## src/rtl/uart_pkg.sv

```systemverilog
// Shared UART definitions: frame constants, oversampling default, RX FSM states.
// Latency: n/a (package only).
// Backpressure: n/a.
package uart_pkg;

  localparam int   UART_DATA_BITS   = 8;
  localparam int   UART_OVS_DEFAULT = 16;
  localparam logic UART_IDLE_LEVEL  = 1'b1;

  typedef enum logic [1:0] {
    ST_IDLE  = 2'd0,
    ST_START = 2'd1,
    ST_DATA  = 2'd2,
    ST_STOP  = 2'd3
  } uart_rx_state_t;

endpackage

```

## src/rtl/uart_rx_if.sv

```systemverilog
// Received-byte stream: head byte, valid (FIFO not empty), ready (consumer pop).
// Latency: n/a (wires only).
// Backpressure: a pop happens on any cycle with valid && ready.
interface uart_rx_if;
  logic [7:0] DataIn;
  logic       valid;
  logic       ready;

  modport master (output DataIn, output valid, input  ready);
  modport slave  (input  DataIn, input  valid, output ready);
endinterface

```

## src/rtl/sync_fifo.sv

```systemverilog
// Synchronous FIFO with extra pointer MSB for full/empty; head read from storage.
// Latency: a push is visible at the output on the next cycle.
// Backpressure: push when full without a pop is dropped (o_drop); pop when empty ignored.
// Ports: clk_xtal/rst, i_push/i_push_dat, i_pop, o_dat, o_empty, o_full, o_drop.
module sync_fifo #(
  parameter int WIDTH = 8,
  parameter int DEPTH = 4   // power of two, 2..16
) (
  input  logic             clk_xtal,
  input  logic             rst,
  input  logic             i_push,
  input  logic [WIDTH-1:0] i_push_dat,
  input  logic             i_pop,
  output logic [WIDTH-1:0] o_dat,
  output logic             o_empty,
  output logic             o_full,
  output logic             o_drop
);
  localparam int AW = $clog2(DEPTH);

  logic [AW:0]      r_wr_ptr;
  logic [AW:0]      r_rd_ptr;
  logic [WIDTH-1:0] r_mem [DEPTH];
  logic             w_pop;
  logic             w_push;

  assign o_empty = (r_wr_ptr == r_rd_ptr);
  assign o_full  = (r_wr_ptr[AW] != r_rd_ptr[AW]) &&
                   (r_wr_ptr[AW-1:0] == r_rd_ptr[AW-1:0]);

  assign w_pop  = i_pop && !o_empty;
  // A pop on the same cycle frees the slot, so a full FIFO still accepts.
  assign w_push = i_push && (!o_full || w_pop);
  assign o_drop = i_push && !w_push;

  assign o_dat = r_mem[r_rd_ptr[AW-1:0]];

  always_ff @(posedge clk_xtal) begin
    if (rst) begin
      r_wr_ptr <= '0;
      r_rd_ptr <= '0;
      for (int i = 0; i < DEPTH; i++) r_mem[i] <= '0;
    end else begin
      if (w_push) begin
        r_mem[r_wr_ptr[AW-1:0]] <= i_push_dat;
        r_wr_ptr                <= r_wr_ptr + 1'b1;
      end
      if (w_pop) r_rd_ptr <= r_rd_ptr + 1'b1;
    end
  end
endmodule

```

## src/rtl/uart_rx.sv

```systemverilog
// 8N1 UART receiver with oversampled start/data/stop detection feeding a byte FIFO.
// Latency: valid rises the cycle after the stop-bit sample.
// Backpressure: bytes arriving while the FIFO is full (no pop) are dropped and flag overrun.
// Ports: clk_xtal/rst, baud_div (ticks-1), rx line, rx_bus (DataIn/valid/ready),
//        frame_err/overrun (sticky), clr_err, busy.
module uart_rx
  import uart_pkg::*;
#(
  parameter int FIFO_DEPTH = 4,
  parameter int OVS        = UART_OVS_DEFAULT
) (
  input  logic          clk_xtal,
  input  logic          rst,
  input  logic [15:0]   baud_div,
  input  logic          rx,
  uart_rx_if.master     rx_bus,
  output logic          frame_err,
  output logic          overrun,
  input  logic          clr_err,
  output logic          busy
);
  localparam int             OSW     = $clog2(OVS);
  localparam logic [OSW-1:0] OS_MID  = OSW'(OVS / 2 - 1);
  localparam logic [OSW-1:0] OS_LAST = OSW'(OVS - 1);
  localparam logic [2:0]     BIT_LAST = 3'(UART_DATA_BITS - 1);

  logic           r_sync1, r_sync2;
  logic [15:0]    r_baud_div, r_baud_cnt;
  uart_rx_state_t r_state, w_next_state;
  logic [OSW-1:0] r_os_cnt;
  logic [2:0]     r_bit_cnt;
  logic [7:0]     r_shift;
  logic           r_frame_err, r_overrun;

  logic w_rx, w_tick;
  logic w_os_clr, w_os_inc, w_bit_shift, w_push, w_frame_bad, w_drop;
  logic w_empty, w_full;

  assign w_rx = r_sync2;
  // >= rather than == so a counter left above a newly captured divisor still wraps.
  assign w_tick = (r_baud_cnt >= r_baud_div);

  always_ff @(posedge clk_xtal) begin
    if (rst) begin
      r_sync1 <= UART_IDLE_LEVEL;
      r_sync2 <= UART_IDLE_LEVEL;
    end else begin
      r_sync1 <= rx;
      r_sync2 <= r_sync1;
    end
  end

  // Divisor is frozen for the whole frame once the FSM leaves IDLE.
  always_ff @(posedge clk_xtal) begin
    if (rst) begin
      r_baud_div <= '0;
      r_baud_cnt <= '0;
    end else begin
      if (r_state == ST_IDLE) r_baud_div <= baud_div;
      r_baud_cnt <= w_tick ? 16'd0 : r_baud_cnt + 16'd1;
    end
  end

  always_ff @(posedge clk_xtal) begin
    if (rst) r_state <= ST_IDLE;
    else     r_state <= w_next_state;
  end

  always_comb begin
    w_next_state = r_state;
    w_os_clr     = 1'b0;
    w_os_inc     = 1'b0;
    w_bit_shift  = 1'b0;
    w_push       = 1'b0;
    w_frame_bad  = 1'b0;
    if (w_tick) begin
      unique case (r_state)
        ST_IDLE: begin
          if (!w_rx) begin
            w_next_state = ST_START;
            w_os_clr     = 1'b1;
          end
        end
        ST_START: begin
          if (r_os_cnt == OS_MID) begin
            w_os_clr     = 1'b1;
            // Line back high at mid start bit: treat as a glitch.
            w_next_state = w_rx ? ST_IDLE : ST_DATA;
          end else begin
            w_os_inc = 1'b1;
          end
        end
        ST_DATA: begin
          if (r_os_cnt == OS_LAST) begin
            w_os_clr    = 1'b1;
            w_bit_shift = 1'b1;
            if (r_bit_cnt == BIT_LAST) w_next_state = ST_STOP;
          end else begin
            w_os_inc = 1'b1;
          end
        end
        ST_STOP: begin
          if (r_os_cnt == OS_LAST) begin
            w_os_clr     = 1'b1;
            // Straight to IDLE so a back-to-back start bit is caught.
            w_next_state = ST_IDLE;
            w_push       = w_rx;
            w_frame_bad  = !w_rx;
          end else begin
            w_os_inc = 1'b1;
          end
        end
        default: w_next_state = ST_IDLE;
      endcase
    end
  end

  always_ff @(posedge clk_xtal) begin
    if (rst) begin
      r_os_cnt  <= '0;
      r_bit_cnt <= '0;
      r_shift   <= '0;
    end else begin
      if (w_os_clr)      r_os_cnt <= '0;
      else if (w_os_inc) r_os_cnt <= r_os_cnt + 1'b1;

      if (r_state != ST_DATA) r_bit_cnt <= '0;
      else if (w_bit_shift)   r_bit_cnt <= r_bit_cnt + 1'b1;

      // LSB first: each new bit enters at the top and shifts down.
      if (w_bit_shift) r_shift <= {w_rx, r_shift[7:1]};
    end
  end

  sync_fifo #(.WIDTH(8), .DEPTH(FIFO_DEPTH)) u_fifo (
    .clk_xtal   (clk_xtal),
    .rst        (rst),
    .i_push     (w_push),
    .i_push_dat (r_shift),
    .i_pop      (rx_bus.ready),
    .o_dat      (rx_bus.DataIn),
    .o_empty    (w_empty),
    .o_full     (w_full),
    .o_drop     (w_drop)
  );

  // Error set takes priority over a simultaneous clear.
  always_ff @(posedge clk_xtal) begin
    if (rst) begin
      r_frame_err <= 1'b0;
      r_overrun   <= 1'b0;
    end else begin
      if (w_frame_bad)  r_frame_err <= 1'b1;
      else if (clr_err) r_frame_err <= 1'b0;
      if (w_drop)       r_overrun   <= 1'b1;
      else if (clr_err) r_overrun   <= 1'b0;
    end
  end

  assign rx_bus.valid = !w_empty;
  assign frame_err    = r_frame_err;
  assign overrun      = r_overrun;
  assign busy         = (r_state != ST_IDLE);

endmodule

```

## src/flat_wrapper.sv

```systemverilog
// flat-port wrapper written by rule: the top's interface ports become plain ports
module uart_rx_flat import uart_pkg::*;
#(
  parameter int FIFO_DEPTH = 4,
  parameter int OVS        = UART_OVS_DEFAULT
)
  (clk_xtal, rst, baud_div, rx, frame_err, overrun, clr_err, busy, rx_bus_DataIn, rx_bus_valid, rx_bus_ready);
  uart_rx_if rx_bus_i ();
  input  logic clk_xtal;
  input  logic rst;
  input  logic [15:0] baud_div;
  input  logic rx;
  output logic frame_err;
  output logic overrun;
  input  logic clr_err;
  output logic busy;
  output wire logic [$bits(rx_bus_i.DataIn)-1:0] rx_bus_DataIn;
  output wire logic [$bits(rx_bus_i.valid)-1:0] rx_bus_valid;
  input wire logic [$bits(rx_bus_i.ready)-1:0] rx_bus_ready;
  assign rx_bus_DataIn = rx_bus_i.DataIn;
  assign rx_bus_valid = rx_bus_i.valid;
  assign rx_bus_i.ready = rx_bus_ready;
  uart_rx #(.FIFO_DEPTH(FIFO_DEPTH), .OVS(OVS)) u_core (.clk_xtal(clk_xtal), .rst(rst), .baud_div(baud_div), .rx(rx), .rx_bus(rx_bus_i), .frame_err(frame_err), .overrun(overrun), .clr_err(clr_err), .busy(busy));
endmodule
```

## config.mk

```make
export PLATFORM = sky130hd
export DESIGN_NAME = uart_rx_flat
export DESIGN_NICKNAME = d
export VERILOG_FILES = /design/src/rtl/uart_pkg.sv /design/src/rtl/uart_rx_if.sv /design/src/rtl/sync_fifo.sv /design/src/rtl/uart_rx.sv /design/src/flat_wrapper.sv
export SDC_FILE = /design/constraint.sdc
export NUM_CORES = 1
export LEC_CHECK = 0
export CAP_MARGIN = 5
export CORE_MARGIN = 1
export CORE_UTILIZATION = 55
export CTS_BUF_LIST = sky130_fd_sc_hd__clkbuf_8
export DETAILED_ROUTE_END_ITERATION = 7
export PLACE_DENSITY = 0.89
export SYNTH_ARGS = -nofsm -noshare
export SYNTH_HDL_FRONTEND = slang
export SYNTH_SLANG_ARGS = --single-unit
```

## constraint.sdc

```tcl
create_clock -name clk_xtal -period 2.8 [get_ports clk_xtal]
set_clock_uncertainty 0.1 [all_clocks]
set_input_delay 0.56 -clock clk_xtal [delete_from_list [all_inputs] [get_ports clk_xtal]]
set_output_delay 0.56 -clock clk_xtal [all_outputs]
set_load 0.1 [all_outputs]
```

# --- After elaboration in Yosys (flattened, before gate mapping) ---
# Memory sizes are Yosys's and may differ from the RTL's. A register that Yosys moved wholly into a read port is not among the register bits.
# Index checks and enable logic that the tools add are counted.
classes:
  addsub: 5
  n_lt_le_gt_ge: 1
  n_eq_ne: 15
  mux: 37
  n_reduce_logical: 19
op_table:
  columns: ["cell", "count"]
  rows:
  - ["two-way mux 1 bit", 24]
  - ["two-way mux 2 bit", 9]
  - ["adder 16 x 1 -> 16 bit (second input constant)", 1]
  - [">= comparator 16 bit", 1]
  - ["adder 3 x 1 -> 3 bit (second input constant)", 3]
  - ["two-way mux 8 bit", 1]
  - ["inequality test 2 x 1 -> 1 bit (second input constant)", 4]
  - ["one-hot mux 2 bit (4 select lines)", 1]
  - ["OR reduction 2 bit", 4]
  - ["OR reduction 8 bit", 1]
  - ["AND reduction 6 bit", 1]
  - ["nonzero test 2 bit", 3]
  - ["adder 4 x 1 -> 4 bit (second input constant)", 1]
  - ["equality test 2 bit (second input constant)", 2]
  - ["equality test 4 x 3 -> 1 bit (second input constant)", 1]
  - ["equality test 4 bit (second input constant)", 1]
  - ["logical AND 1 bit", 4]
  - ["logical NOT 1 bit", 4]
  - ["inequality test 2 bit (second input constant)", 2]
  - ["equality test 3 bit", 1]
  - ["equality test 3 bit (second input constant)", 1]
  - ["one-hot mux 1 bit (3 select lines)", 1]
  - ["equality test 2 x 1 -> 1 bit (second input constant)", 1]
  - ["equality test 2 bit", 1]
  - ["other kinds (4)", 4]
word_totals:
  register_bits: 59
  mem_bits_rw: 32
  mem_count: 1
mem_list:
  columns: ["memory", "depth", "word_bits", "read_ports", "rd_clocked_by_memory_dff", "write_ports", "line_no", "source"]
  rows:
  - ["u_core.u_fifo.r_mem", 4, 8, 1, 1, 4, "sync_fifo.sv:23", "logic [WIDTH-1:0] r_mem [DEPTH];"]

# --- Depth between registers and ports, before layout ---
# Gate-level depths: netlist of the first run.
depth:
  depth_word: 10
  ltp_mapped: 10
  depth_no_buf: 8

# --- By module ---
# From an unflattened synthesis of the first run, not the netlist that was laid out.
hier_totals:
  cells_unflattened: 446
  hier_area_um2: 4511.8
modules_own_cells:
  columns: ["mod", "instances", "cells_each", "area_per_inst_um2"]
  rows:
  - ["uart_rx", 1, 300, 2581.2]
  - ["sync_fifo", 1, 146, 1930.6]

# --- Worst setup path before layout of the first run ---
# No wires, ideal clock.
synth_path:
  path_type: "register -> register"
  start: "register u_core.r_baud_div[13]"
  end: "memory u_core.u_fifo.r_mem[0][0], enable pin"
  setup_time_ps: 375
  t_arrival_ps: 2305
  setup_slack_ps: 20
  path_stages_with_launch: 10
  period_less_slack_ps: 2780
  cell_sequence: "dfxtp_1 > inv_1 > ha_1 > and4_4 > nand4_4 > a2111oi_4 > o31a_1 > buf_2 > nand3_1 > o21bai_1"
synth_rtl:
  columns: ["element", "line_no", "source"]
  rows:
  - ["start: declaration", "uart_rx.sv:28", "logic [15:0] r_baud_div, r_baud_cnt;"]
  - ["start signal: assignment", "uart_rx.sv:59", "if (r_state == ST_IDLE) r_baud_div <= baud_div;"]
  - ["end: declaration", "sync_fifo.sv:23", null]

==> results of run 1 <==
layout make-up:
type / count / share of cell area, %
Timing Repair Buffer: 49 / 8.42
Tap cell: 102 / 2.43
Inverter: 23 / 1.65
Clock buffer: 9 / 2.36
Multi-Input combinational cell: 284 / 40.5
Clock inverter: 7 / 2.79
Sequential cell: 93 / 41.8
worst max-delay path, cell delays in order (launching register included):
cell and delay [ns]:
dfxtp_1 0.38, ha_1 0.31, and4_1 0.29, nand2_1 0.12
a2111oi_4 0.19, buf_4 0.20, o31ai_4 0.10, buf_6 0.15
or4_4 0.57, nor3b_2 0.22
sequential cells by signal, indices dropped and copies added, names as in the netlist, 3 cells and up, named ones only:
register,count
u_core.r_shift,8
u_core.r_os_cnt,4
u_core.u_fifo.r_wr_ptr,3
u_core.r_baud_cnt,16
u_core.r_bit_cnt,3
u_core.u_fifo.r_mem,32
u_core.r_baud_div,16
u_core.u_fifo.r_rd_ptr,3
through the flow:
stage          TNS (ns)  util [%]  instance area, sq um  hold WS, ns  power, mW
4_1_cts               0      66.1                  5110        0.319       2.81
6_report              0      67.8                  5240        0.317       2.82
2_1_floorplan         0         -                  4400        0.289       1.58
3_5_place_dp    -0.0141      62.5                  4830        0.293       1.65
5_1_grt          -0.462      67.8                  5240        0.348       2.90
3_3_place_gp          0      62.5                  4830        0.299       1.65
routing by layer:
| layer | up-vias | GRT usage (%) |
|---|---|---|
| met5 | - | 0 |
| met4 | 0 | 7.80 |
| met3 | 24 | 4.27 |
| met2 | 103 | 38.0 |
| met1 | 1598 | 29.2 |
| li1 | 1565 | - |
cells in the final DEF, fill, tap and decap left out, types with 13 or more instances in the layout:
cell / n
clkdlybuf4s50_1: 19
ha_1: 20
nand2_1: 42
dfxtp_1: 52
o21ai_0: 13
nor2_1: 35
and3_1: 20
inv_1: 20
buf_4: 26
nand3_1: 18
a21oi_1: 25
edfxtp_1: 32
kinds of logic (layout without fill, tap and decap cells):
family          after synthesis  in the layout  share of synthesized area, %
xor+xnor                     20             20                          3.98
compound gates               57             57                          8.65
mux                          19             19                          6.63
fa+ha+maj                    22             22                          6.26
simple gates                166            166                          20.9
buf+inv                      44             88                          3.93
flops                        93             93                          49.6
timing repair:
item	in CTS	in global routing
gates resized for setup	1	23
endpoints found under the setup margin	8	77
setup buffers	0	7
pin swaps	0	7
power breakdown:
group | internal (mW) | total [mW] | switching, mW
Sequential | 1.43 | 1.45 | 0.0184
Combinational | 0.0830 | 0.194 | 0.111
Clock | 0.689 | 1.18 | 0.492
worst paths after layout:
kind / to / slack, ns / cells after the start
hold / removal: u_core.r_sync2 / 0.32 / 1
hold reg to reg: u_core.r_sync2 / 0.32 / 1
setup reg to reg: u_core.u_fifo.r_mem[0][7] / 0.02 / 9
setup / recovery: u_core.u_fifo.r_mem[0][7] / 0.02 / 9
==> summary.md, run 1 <==
| Metric | Value |
|---|---|
| Clock root cell | clkbuf_8 |
| Port Buffer Count | 32 |
| Count leader, synth | dfxtp_1 |
| Top cell type's share of synthesized area | 27.8% |
| Synthesized flop and latch total | 93 |
| DRC | 0 |
| Avg Synthesized Cell Area | 10.4 sq um |
| Via density | 5.80 |
| Detailed Place HPWL | 6260 um |
| Synthesized area | 4400 sq um |
| Async set-reset flop share out of synthesis | 0% |
| Final WL | 9350 um |
| Worst-case clock buffer depth | 2 |
| Top cells by area, synth | dfxtp_1 28%, edfxtp_1 22%, ha_1 6.3% |
| PD cells | 538 nW/um^2 |
| Worst Hold Launch | u_core.r_sync1 |
| Post-Synthesis Net Count | 464 |
| Vias | 3290 |
| CP Data Required Time | 2.92 ns |
| Hold Crit Class | register to register |
| # IOs | 33 |
| Diode count | 0 |
| Sequential share of the synthesized area | 49.6% |
| Clk slew on worst S/H paths | 0.09 ns |
| Pre-CTS WS | -0.0141 ns |
| P_leak | 2.03 nW |
| Fin. max-slew vios | 0 |
| Share of layout cells above drive strength 1 | 20.4% |
| Die X | 91.4 um |
| Clock sinks | 93 |
| Critical Path Start | u_core.r_baud_cnt[10] |
| CTS tree | yes |
| Post-synth top area cell | dfxtp_1 |
| Final net count | 503 |
| Fin crit share | 99.4% |
| Hold Vio Cnt, Final | 0 |
| H-tree depth | 3 |
| Nature of the critical path endpoint | register |
| Met3 wire length | 395 um |
| Largest net degree at the start of global routing | 41 |
| FMAX | 359 MHz |
| Non-filler cells, final | 567 |
| Initial drt markers | 245 |
| Most instantiated cells after synthesis | 61 x dfxtp_1, 42 x nand2_1, 36 x nor2_1, 32 x edfxtp_1, 25 x a21oi_1 |
| Max-cap violations | 0 |
| Inserted Clock Buffers | 9 |
| Gr usage total | 22.6% |
| Fin worst setup slack | 0.0178 ns |
| GPL Wtd Cong | 0.816 |
| Storage cell area | 2190 sq um |
| Die area | 8360 sq um |
| Min Tclk post-route | 2.78 ns |
| Area Growth Syn to Fin | 19.2% |
| Met2 WL | 4640 um |
| Crit path kind | register to register |
| Worst Tran Pin Value | 0.657 ns |
| Placeable Area | 7730 sq um |
| Die span in y | 91.4 um |
| Crit start category | register |
| Number of synthesized flops with an enable pin | 32 |
| Final global-route overflow total | 0 |
| Clock latency at the later pin of the worst-skew pair | 0.37 ns |
| Pre-Repair DR Iteration Count | 5 |
| Uppermost layer routed | met4 |
| Worst Path Arrival | 2.90 ns |
| Slew HR | 56.0% |
| Distinct cell type count after synthesis | 52 |
| Hold bufs inserted after CTS | 0 |
| Crit path max fanout | 8 |
| Launch point of the worst reg-to-reg path | u_core.r_baud_cnt[10] |
| Routed WL per cell | 16.5 um |
| Status | finished clean |
| Post-route ant nets | 0 |
| Ys Warns | 0 |
| Multi-input gate area | 2120 sq um |
| WL met1 | 4090 um |
| Inst Count DP | 545 |
| Fill cells | 529 |
| First-pass GRT wire length | 14600 um |
| Post-Synthesis Cells | 421 |
| Vias in the first global route | 3119 |
| Most used DFF post-synth | dfxtp_1 |
| Cell Rows | 32 |
| Initial antenna violation count | 0 |
| Final setup fails | 0 |
| VDD IR max | 0.277 mV |
| Starting Density | 56.9% |
Note: power is estimated with default switching activity, not from simulation.
==> run 2: changes to the inputs <==
Settings changed: REMOVE_ABC_BUFFERS set to 1.
==> run 2 against run 1 <==
Net effect:
- the run now ends with setup timing left
- non-clock buffer count increased by 1
- combinational power about the same
- flip-flop and latch count stayed put
- register-to-register slack worse by 0.04 ns
- routed wire length rose by 4.2%
- total power fell by 13%
- sequential power hardly changed
- cell area is 1.6% lower
- die area unchanged
- largest cell class unchanged
- largest power group unchanged
- highest routed layer unchanged
==> summary.md, run 2 (synthesis results as in run 1) <==
| Metric | Value |
|---|---|
| Max-cap violations | 0 (unchanged) |
| Nature of the critical path endpoint | register |
| Non-filler cells, final | 568 (+0.18%) |
| Most frequent cells in the layout | 54 x dfxtp_1, 42 x nand2_1, 35 x nor2_1 |
| Worst Path Arrival | 2.85 ns (-0.05 ns) |
| Pre-CTS WS | -0.0534 ns (-0.0393 ns) |
| GPL Wtd Cong | 0.816 (unchanged) |
| Clk slew on worst S/H paths | 0.09 ns (about the same) |
| Crit path kind | register to register |
| Port Buffer Count | 32 (unchanged) |
| Routed WL per cell | 17.1 um (+4.0%) |
| VDD IR max | 0.257 mV (-7.1%) |
| Hold Vio Cnt, Final | 0 (unchanged) |
| Via density | 5.78 (-0.33%) |
| P_leak | 1.99 nW (-1.6%) |
| Area after DPL | 4830 sq um (unchanged) |
| PD cells | 475 nW/um^2 (-12%) |
| Diode count | 0 (unchanged) |
| Failing checks | setup timing |
| Final WL | 9740 um (+4.2%) |
| CTS tree | yes |
| Clock latency at the later pin of the worst-skew pair | 0.36 ns (about the same) |
| Fin. max-slew vios | 0 (unchanged) |
| Min Tclk post-route | 2.82 ns (+0.0382 ns) |
| Worst-case clock buffer depth | 2 (unchanged) |
| Hold Crit Class | register to register |
| Post-route ant nets | 0 (unchanged) |
| Crit path max fanout | 16 (+8) |
| CP Data Required Time | 2.83 ns (-0.09 ns) |
| Fin crit share | 101% (+1.4 points) |
| Fin area | 5160 sq um (-1.6%) |
| Commonest non-fill, non-tap cell in the layout | dfxtp_1 |
| Placeable Area | 7730 sq um (unchanged) |
| Vias in the first global route | 3112 (-0.22%) |
| Initial antenna violation count | 0 (unchanged) |
| Pre-Repair DR Iteration Count | 5 (unchanged) |
| Gr usage total | 22.6% (about the same) |
| Slew HR | 63.2% (+7.1 points) |
| Fin worst setup slack | -0.0203 ns (-0.0382 ns) |
| Status | finished, violations left |
| H-tree depth | 3 (unchanged) |
| Clock sinks | 93 (unchanged) |
| First-pass GRT wire length | 14700 um (+0.90%) |
| Share of layout cells above drive strength 1 | 20.0% (-0.47 points) |
| Die area | 8360 sq um (unchanged) |
| Inserted Clock Buffers | 9 (unchanged) |
| # IOs | 33 (unchanged) |
| Final net count | 504 (+0.20%) |
| Largest Register | u_core.u_fifo.r_mem |
| Area Growth Syn to Fin | 17.3% |
| Largest net degree at the start of global routing | 39 (-4.9%) |
| FMAX | 355 MHz (-1.4%) |
| Top flop regs | u_core.u_fifo.r_mem x32, u_core.r_baud_cnt x16, u_core.r_baud_div x16 |
| Initial drt markers | 224 (-8.6%) |
| Hold bufs inserted after CTS | 0 (unchanged) |
| Fin util | 66.8% (-1.1 points) |
| Die X | 91.4 um (unchanged) |
| Cell Rows | 32 (unchanged) |
| Fill cells | 515 (-2.6%) |
| Max reg flops | 32 (unchanged) |
| Clock root cell | clkbuf_8 |
| Worst Tran Pin Value | 0.553 ns (-0.104 ns) |
| Final global-route overflow total | 0 (unchanged) |
| Die span in y | 91.4 um (unchanged) |
| Vias | 3285 (-0.15%) |
| Starting Density | 56.9% (unchanged) |
| Detailed Place HPWL | 6150 um (-1.7%) |
| DRC | 0 (unchanged) |
| Inst Count DP | 545 (unchanged) |
| Crit start category | register |
| Final setup fails | 23 (+23) |
[run 2: where the power goes]
group | total (mW) | leakage (nW) | internal, mW | switching [mW]
sequential | 1.45 | 0.823 | 1.43 | 0.0176
clock | 0.809 | 0.0928 | 0.328 | 0.481
combinational | 0.197 | 1.08 | 0.0838 | 0.114
[run 2: critical path, cell delays in order (launching register included)]
cell,delay [ns]
dfxtp_2,0.34
inv_1,0.04
ha_1,0.28
nand2b_4,0.14
a2111oi_2,0.43
buf_4,0.20
a2111oi_4,0.04
buf_4,0.18
o31ai_4,0.38
nor3_2,0.09
buf_4,0.19
and3_1,0.17
[run 2: per-stage QoR]
stage | hold slack [ns] | setup TNS, ns | power [mW]
final | 0.322 | -0.204 | 2.45
after global routing | 0.348 | -3.97 | 2.54
after CTS | 0.321 | 0 | 2.44
after detailed placement | 0.300 | -0.0534 | 1.65
after global placement | 0.299 | 0 | 1.64
after floorplan | 0.289 | 0 | 1.57
[run 2: path summary, 6_finish.rpt]
check                              end            startpoint  depth (start not counted)  slack (ns)
max          u_core.u_fifo.r_mem[1][7]  u_core.r_baud_cnt[0]                         11       -0.02
min reg2reg             u_core.r_sync2        u_core.r_sync1                          1        0.32
max reg2reg  u_core.u_fifo.r_mem[1][7]  u_core.r_baud_cnt[0]                         11       -0.02
min                     u_core.r_sync2        u_core.r_sync1                          1        0.32
[run 2: final cells by class]
type	count	area, sq um	area share (%)
Clock inverter	7	51.3	0.994
Sequential cell	93	2190	42.5
Clock buffer	9	124	2.40
Timing Repair Buffer	50	445	8.63
Multi-Input combinational cell	284	2130	41.4
Tap cell	102	128	2.47
Inverter	23	86.3	1.67
[run 2: per-layer routing]
metal,vias up,wire length (um),track usage (%)
met3,26,466,3.10
met5,-,0,0
met1,1569,4100,28.6
met4,0,258,10.3
li1,1570,-,-
met2,120,4910,38.3
[run 2: timing repair]
item	CTS	global route
setup endpoints to repair	5	50
pin swaps	0	6
gates resized for setup	1	20
gates cloned	0	0
setup buffers	0	8
